$ cat src/rtl/mem_wb_pkg.sv
// Shared encodings for the MEM/WB stage: write-back source, load size and FSM state.
package mem_wb_pkg;

    localparam logic [1:0] WB_SEL_ALU = 2'b00;
    localparam logic [1:0] WB_SEL_MEM = 2'b01;
    localparam logic [1:0] WB_SEL_PC4 = 2'b10;

    localparam logic [1:0] LD_BYTE = 2'b00;
    localparam logic [1:0] LD_HALF = 2'b01;
    localparam logic [1:0] LD_WORD = 2'b10;

    typedef enum logic {
        CAPTURE  = 1'b0,
        WAIT_MEM = 1'b1
    } wb_state_e;

endpackage

$ cat src/rtl/load_extend.sv
// Sized-load lane extraction with sign/zero extension; lane logic assumes a 32-bit word.
module load_extend
    import mem_wb_pkg::*;
#(
    parameter int d_size = 32
) (
    input  logic [d_size-1:0] rdata,
    input  logic [1:0]        addr_lo,
    input  logic [1:0]        size,
    input  logic              ld_unsigned,
    output logic [d_size-1:0] data
);

    logic [7:0]  byte_v;
    logic [15:0] half_v;

    always_comb begin
        case (addr_lo)
            2'd0:    byte_v = rdata[7:0];
            2'd1:    byte_v = rdata[15:8];
            2'd2:    byte_v = rdata[23:16];
            default: byte_v = rdata[31:24];
        endcase
        // Half-word lane follows addr_lo[1] only; a misaligned bit 0 is ignored.
        half_v = addr_lo[1] ? rdata[31:16] : rdata[15:0];

        case (size)
            LD_BYTE: data = {{24{~ld_unsigned & byte_v[7]}}, byte_v};
            LD_HALF: data = {{16{~ld_unsigned & half_v[15]}}, half_v};
            default: data = rdata;
        endcase
    end

endmodule

$ cat src/rtl/mem_wb_stage.sv
// MEM/WB pipeline register: selects write-back data, extends loads, waits for slow memory,
// and commits each instruction to the register file exactly once.
//   state    | meaning
//   CAPTURE  | normal; held data resolved, new instruction may be captured
//   WAIT_MEM | held load waiting for mem_rsp_valid; upstream held via stall_req
module mem_wb_stage
    import mem_wb_pkg::*;
#(
    parameter int d_size    = 32,
    parameter int ad_size   = 32,
    parameter int ra_size   = 5,
    parameter int REG0_ZERO = 1
) (
    input  logic               clk,
    input  logic               rst,
    input  logic               ex_valid,
    input  logic               ex_regwrite,
    input  logic [1:0]         ex_wb_sel,
    input  logic [1:0]         ex_ld_size,
    input  logic               ex_ld_unsigned,
    input  logic [1:0]         ex_addr_lo,
    input  logic [ra_size-1:0] ex_rd,
    input  logic [d_size-1:0]  ex_result,
    input  logic [ad_size-1:0] ex_pc4,
    input  logic               mem_rsp_valid,
    input  logic [d_size-1:0]  mem_rdata,
    input  logic               stall_in,
    input  logic               flush,
    output logic               stall_req,
    output logic               wb_we,
    output logic [ra_size-1:0] wb_rd,
    output logic [d_size-1:0]  wb_data,
    output logic [d_size-1:0]  DATA
);

    wb_state_e          state_q;
    logic               valid_q;
    logic               regwrite_q;
    logic               committed_q;
    logic [ra_size-1:0] rd_q;
    logic [d_size-1:0]  data_q;
    logic [d_size-1:0]  data_out_q;
    logic [1:0]         ld_size_q;
    logic [1:0]         addr_lo_q;
    logic               ld_unsigned_q;

    logic [1:0]         ext_size;
    logic [1:0]         ext_addr;
    logic               ext_unsigned;
    logic [d_size-1:0]  ext_data;
    logic [d_size-1:0]  sel_data;
    logic               rd_is_zero;
    logic               capture_load_wait;

    // While waiting, the extender works on the held load fields instead of the incoming ones.
    always_comb begin
        if (state_q == WAIT_MEM) begin
            ext_size     = ld_size_q;
            ext_addr     = addr_lo_q;
            ext_unsigned = ld_unsigned_q;
        end else begin
            ext_size     = ex_ld_size;
            ext_addr     = ex_addr_lo;
            ext_unsigned = ex_ld_unsigned;
        end
    end

    load_extend #(
        .d_size(d_size)
    ) u_load_extend (
        .rdata      (mem_rdata),
        .addr_lo    (ext_addr),
        .size       (ext_size),
        .ld_unsigned(ext_unsigned),
        .data       (ext_data)
    );

    always_comb begin
        case (ex_wb_sel)
            WB_SEL_MEM: sel_data = ext_data;
            WB_SEL_PC4: sel_data = d_size'(ex_pc4);
            default:    sel_data = ex_result;
        endcase
    end

    assign rd_is_zero        = (rd_q == '0);
    assign capture_load_wait = ex_valid && (ex_wb_sel == WB_SEL_MEM) && !mem_rsp_valid;

    assign stall_req = (state_q == WAIT_MEM);
    assign wb_we     = valid_q && regwrite_q && (state_q == CAPTURE) && !committed_q
                       && !((REG0_ZERO != 0) && rd_is_zero);
    assign wb_rd     = rd_q;
    assign wb_data   = data_q;
    assign DATA      = data_out_q;

    always_ff @(posedge clk or negedge rst) begin
        if (!rst) begin
            state_q       <= CAPTURE;
            valid_q       <= 1'b0;
            regwrite_q    <= 1'b0;
            committed_q   <= 1'b0;
            rd_q          <= '0;
            data_q        <= '0;
            data_out_q    <= '0;
            ld_size_q     <= LD_BYTE;
            addr_lo_q     <= 2'd0;
            ld_unsigned_q <= 1'b0;
        end else begin
            // A write presented this cycle always lands, even if flush or capture follows.
            if (wb_we) begin
                committed_q <= 1'b1;
                data_out_q  <= data_q;
            end

            if (flush) begin
                valid_q     <= 1'b0;
                state_q     <= CAPTURE;
                committed_q <= 1'b0;
            end else if (state_q == WAIT_MEM) begin
                if (mem_rsp_valid) begin
                    data_q  <= ext_data;
                    state_q <= CAPTURE;
                end
            end else if (!stall_in) begin
                valid_q       <= ex_valid;
                regwrite_q    <= ex_regwrite;
                rd_q          <= ex_rd;
                ld_size_q     <= ex_ld_size;
                addr_lo_q     <= ex_addr_lo;
                ld_unsigned_q <= ex_ld_unsigned;
                data_q        <= sel_data;
                committed_q   <= 1'b0;
                if (capture_load_wait) begin
                    state_q <= WAIT_MEM;
                end
            end
        end
    end

endmodule

$ cat config.mk
export PLATFORM = sky130hd
export DESIGN_NAME = mem_wb_stage
export DESIGN_NICKNAME = d
export VERILOG_FILES = /design/src/rtl/mem_wb_pkg.sv /design/src/rtl/load_extend.sv /design/src/rtl/mem_wb_stage.sv
export SDC_FILE = /design/constraint.sdc
export NUM_CORES = 1
export LEC_CHECK = 0
export BUFFER_PORTS_ARGS = -buffer_cell sky130_fd_sc_hd__buf_2
export CAP_MARGIN = 15
export CORE_AREA = 4 4 113 136
export DETAILED_ROUTE_END_ITERATION = 16
export DIE_AREA = 0 0 117 140
export PLACE_DENSITY_LB_ADDON = 0.15
export SLEW_MARGIN = 30
export SYNTH_ARGS = -nofsm -noshare
export SYNTH_HDL_FRONTEND = slang
export SYNTH_SLANG_ARGS = --single-unit
$ cat constraint.sdc
create_clock -name clk -period 2.77 [get_ports clk]
set_clock_uncertainty 0.05 [all_clocks]
set_input_delay 0.277 -clock clk [delete_from_list [all_inputs] [get_ports clk]]
set_output_delay 0.277 -clock clk [all_outputs]
set_load 0.03 [all_outputs]
Word level (Yosys, flattened, before mapping):

Cells that the tools add are included.

* output and inout port bits: 71
* bits of input ports: 115
* register bits: 78

* eq/ne operators: 9
* multiplexer cells: 22
* reductions and logical operators: 15
* bitwise operators: 6

Operators with widths (number)
* case mux 32 bit (2 select lines): 2
* two-way mux 32 bit: 3
* case mux 8 bit (3 select lines): 1
* two-way mux 16 bit: 1
* two-way mux 1 bit: 13
* equality test 2 x 1 -> 1 bit (second input constant): 3
* logical AND 1 bit: 6
* AND reduction 3 bit: 2
* zero test 5 bit: 1
* equality test 2 bit (second input constant): 2
* zero test 2 bit: 2
* two-way mux 2 bit: 2
* inequality test 2 x 1 -> 1 bit (second input constant): 2
* inequality test 2 bit (second input constant): 2
* inverter 1 bit: 4
* zero test 1 bit: 3
* bitwise AND 1 bit: 2
* AND reduction 2 bit: 1

Longest topological paths before layout:

* depth in word-level cells: 8
* depth in mapped cells: 9
* gate-level depth less buffers: 7

Cells and area by module:

From an unflattened synthesis, not the netlist that was laid out.

* cell total of the unflattened synthesis: 451
* area, all modules: 4814.6 µm²

By module, submodules not included
* mem_wb_stage: seq. area each 1951.9 µm², instances 1, area an instance 3968.8 µm², cells an instance 336
* load_extend: seq. area each 0.0 µm², instances 1, area an instance 845.8 µm², cells an instance 115

Worst setup path before layout:

No wires, ideal clock.

* path type: flip-flop to flip-flop
* from: register state_q (netlist: stall_req)
* to: register data_q[14] (netlist: wb_data[14])
* cell stages (with the launch flop): 7
* arrival time: 1.953 ns
* required time: 2.582 ns
* setup time: 0.138 ns
* period minus slack after synthesis: 2.140 ns
* path buffers: 1
* slack: 0.630 ns
* cells stage by stage: dfrtp_1 -> buf_6 -> mux2i_4 -> mux2i_1 -> o22ai_2 -> a21oi_2 -> a211oi_2

* word-level cells in the longest chain between the ends: 8
* elaborated cells on any way between the ends: 20
* classes of those cells: eq/ne (5); mux (10); bitwise (2); reduce/logical (3)

Ends and longest elaborated chain
* start, declared: line mem_wb_stage.sv:36 `wb_state_e state_q;`
* start signal, assigned: line mem_wb_stage.sv:98 `state_q <= CAPTURE;`
* start signal, assigned: line mem_wb_stage.sv:117 `state_q <= CAPTURE;`
* start signal, assigned: line mem_wb_stage.sv:122 `state_q <= CAPTURE;`
* two-way mux 2 bit: line mem_wb_stage.sv:57 `if (state_q == WAIT_MEM) begin`
* equality test 2 bit (tied with other cells): line load_extend.sv:18 `case (addr_lo)`
* case mux 8 bit (3 select lines): line load_extend.sv:18
* bitwise AND 1 bit: line load_extend.sv:28 `LD_BYTE: data = {{24{~ld_unsigned & byte_v[7]}}, byte_v};`
* case mux 32 bit (2 select lines): line load_extend.sv:27 `case (size)`
* case mux 32 bit (2 select lines): line mem_wb_stage.sv:79 `case (ex_wb_sel)`
* two-way mux 32 bit: line mem_wb_stage.sv:124 `end else if (!stall_in) begin`
* two-way mux 32 bit: line mem_wb_stage.sv:119 `end else if (state_q == WAIT_MEM) begin`
* end signal, assigned: line mem_wb_stage.sv:121 `data_q <= ext_data;`
* end signal, assigned: line mem_wb_stage.sv:131 `data_q <= sel_data;`
* end, declared: line mem_wb_stage.sv:41 `logic [d_size-1:0] data_q;`

Parallel ways exist; a longest one is shown, timed or not. The select of a mux whose other input is x is not followed.
A chain may end at the register's enable or synchronous reset.

Final worst setup path:

* from: register state_q (netlist: stall_req)
* to: register data_q[29] (netlist: wb_data[29])

Same word-level chain as after synthesis.

==> impl_metrics.yaml <==
floorplanning:
  ioPinCount: 186
  start_util: 0.340
  rows: 48
  fp.dieH_um: 140
  die_w_um: 117
  die_area_um2: 16400
  core-area_um2: 14200
sta:
  hold_viol: 0
  setup_tns_ns: 0
  rsz0062_at_grt: "no"
  slew_viol_final: 0
  maxSlewHeadroom: 0.507
  worstMarginPinSlew_ns: 0.738
  fin_hold_ws_ns: 0.0792
  final-setup-viol-count: 0
  fmax_mhz: 411
  min_period_over_period: 0.879
  min_period_ns: 2.43
synthesis:
  yosysTopAreaCell: "dfrtp_1"
  synthFlopType: "dfrtp_1"
  yosysSeqAreaShare: 0.405
  synth-edff-count: 0
  yosysMostFrequentCell: "a21oi_1"
  syn_inst: 521
  postSynth.asyncResetShare: 1.00
  synth.cell_area_um2: 4820
  ys_types: 42
  syn-num-nets: 638
  yosys-top-cells-count: "a21oi_1 (82), dfrtp_1 (78), mux2_2 (44), nor2_1 (41), nand2_1 (39)"
  avgSynthCellArea_um2: 9.26
  synthTopCellsByArea: "dfrtp_1 (40%), mux2_2 (10%), a21oi_1 (8.5%)"
  ys_warn_count: 0
  ys_seq_elements: 78
  synth_top_cell_area_share: 0.405
cts:
  cts_tree: "built"
  clk_latency_ns: 0.34
  clock_path_buffers: 2
  clk_pin_slew_ns: 0.06
  cts-root-buf: "clkbuf_16"
  h-tree-depth: 3
  cts_resized: 0
  clkSinkCount: 78
  cts_buffers: 9
setup_path:
  cp_num_buf_inv: 0
  start_kind: "flip-flop"
  critPathLaunch: "stall_req"
  path_cells: "mux2i_4, mux2i_1, nor2_2, o21ai_0, a21oi_1"
  cpLargestDelayFamily: "flip-flops"
  slowest_delay_ns: 0.65
  critPathCaptureType: "flip-flop"
  reg2reg_from: "stall_req"
  reg2reg_depth: 5
  cp_num_cells: 5
  cp.required_ns: 2.99
  crit_end: "wb_data[29]"
  reg2reg_to: "wb_data[29]"
  setup.worst_path.class: "reg2reg"
  slowest_stage: "dfrtp_2"
  arrival_ns: 2.65
  ff2ff_setup_slack_ns: 0.34
  cp_max_fo: 23
place:
  routabilityCongestion: 0.881
  place_area_um2: 5910
  dp_hpwl_mm: 12.8
  io_buffers: 185
route:
  drt_wl_total_mm: 16.9
  routedWlPerCell_um: 19.5
  drc: 0
  drt-initial-drc-count: 293
  dr.pass1.iters: 4
  routed-via-count: 4697
  drtAntennaViolNets: 0
  via_per_inst: 5.41
global_route:
  grtUsageMet1: 0.262
  antenna_found_initial: 5
  globalRoute.totalOverflow: 0
  top_usage_layer: "met2"
  grt_pass1_wl_mm: 26.5
  met3_usage: 0.0497
  grt_util_met2: 0.343
  grt_max_degree: 50
  grt_pass1_vias: 4866
  grt_usage: 0.209
run:
  drv_cap: 0
cells_and_area:
  nets: 806
  syn2layout_area_growth_pct: 28.6
  fillCellCount: 1410
  drive_gt1_frac: 0.399
  stdcell_area_um2: 6200
pwr:
  leakage_nw: 2.99
  irDropWorstVdd_v: 0.000325
  p_per_area_nw_per_um2: 759
min_path:
  hp-class: "in2reg"
status:
  outcome: "finished clean"
[timing repair]
item                      4_1_cts  5_1_grt
hold buffers                    1        0
setup buffers                   0        0
hold endpoints to repair       47        0
[layout make-up]
class / count / area, um^2 / area share
sequential: 78 / 1950 / 0.315
antenna: 2 / 5.00 / 0.000807
multi-input combinational: 388 / 2630 / 0.425
clock buffer: 12 / 236 / 0.0381
timing repair buffer: 202 / 1080 / 0.175
clock inverter: 2 / 35.0 / 0.00565
tap: 175 / 219 / 0.0353
inverter: 10 / 37.5 / 0.00605
[cell families (layout without fill, tap and decap cells)]
kind of cell,Yosys count,count (layout),synth area share
multiplexers,61,61,0.141
AND/OR/NAND/NOR,124,124,0.119
other,0,2,0
buffers and inverters,55,226,0.0521
flip-flops,78,78,0.405
adder cells (fa/ha/maj),2,2,0.00519
AO/OA/AOI/OAI,201,201,0.279
[stage by stage]
step | setup WS (ns) | std cells | total power [mW] | utilization
floorplan | 0.630 | 521 | 2.94 | -
global placement | 0.457 | 852 | 3.57 | 0.417
detailed placement | 0.343 | 852 | 3.60 | 0.417
CTS | 0.294 | 867 | 4.77 | 0.437
global route | 0.141 | 869 | 4.97 | 0.438
finish | 0.335 | 869 | 4.71 | 0.438
[registers in the layout, summed over array words and instances, names as in the netlist]
| register | cells |
|---|---|
| stall_req | 1 |
| addr_lo_q | 2 |
| committed_q | 1 |
| wb_data | 32 |
| ld_unsigned_q | 1 |
| ld_size_q | 2 |
| regwrite_q | 1 |
| valid_q | 1 |
| wb_rd | 5 |
| DATA | 32 |
[per-layer routing]
layer | vias to the layer above | wire length (um) | share of wire
met5 | - | 30 | 0.0018
li1 | 2245 | - | -
met1 | 2254 | 7180 | 0.42
met2 | 165 | 8130 | 0.48
met4 | 6 | 429 | 0.025
met3 | 27 | 1160 | 0.069
[power breakdown]
| part | leakage, nW | internal (mW) | total, mW | switching [mW] |
|---|---|---|---|---|
| Clock | 0.133 | 0.687 | 1.15 | 0.460 |
| Combinational | 1.89 | 0.678 | 1.89 | 1.21 |
| Sequential | 0.967 | 1.47 | 1.67 | 0.201 |
| Total | 2.99 | 2.84 | 4.71 | 1.87 |
[worst min path at each step]
stage	startpoint	endpoint	slack, ns	cells past startpoint
2_1_floorplan	rst	DATA[0]	-0.07	0
3_3_place_gp	rst	DATA[8]	0.30	1
3_5_place_dp	rst	DATA[1]	0.31	1
4_1_cts	mem_rsp_valid	stall_req	0.07	2
5_1_grt	mem_rsp_valid	stall_req	0.1	2
6_report	mem_rsp_valid	stall_req	0.08	2
[layout by cell type, fill, tap and decap left out, drive strengths merged, types with 2 or more instances in the layout]
cell type / n
a211oi: 4
a21oi: 85
a22o: 6
a22oi: 15
a2bb2oi: 16
a31oi: 2
buf: 201
clkbuf: 12
dfrtp: 78
diode: 2
ha: 2
inv: 10
mux2: 44
mux2i: 17
nand2: 39
nand2b: 3
nor2: 42
nor2b: 28
nor3: 6
o211ai: 15
o21ai: 13
o21bai: 17
o221a: 7
o221ai: 7
o22ai: 10
or2: 2
Power figures use the tool's default switching activity.
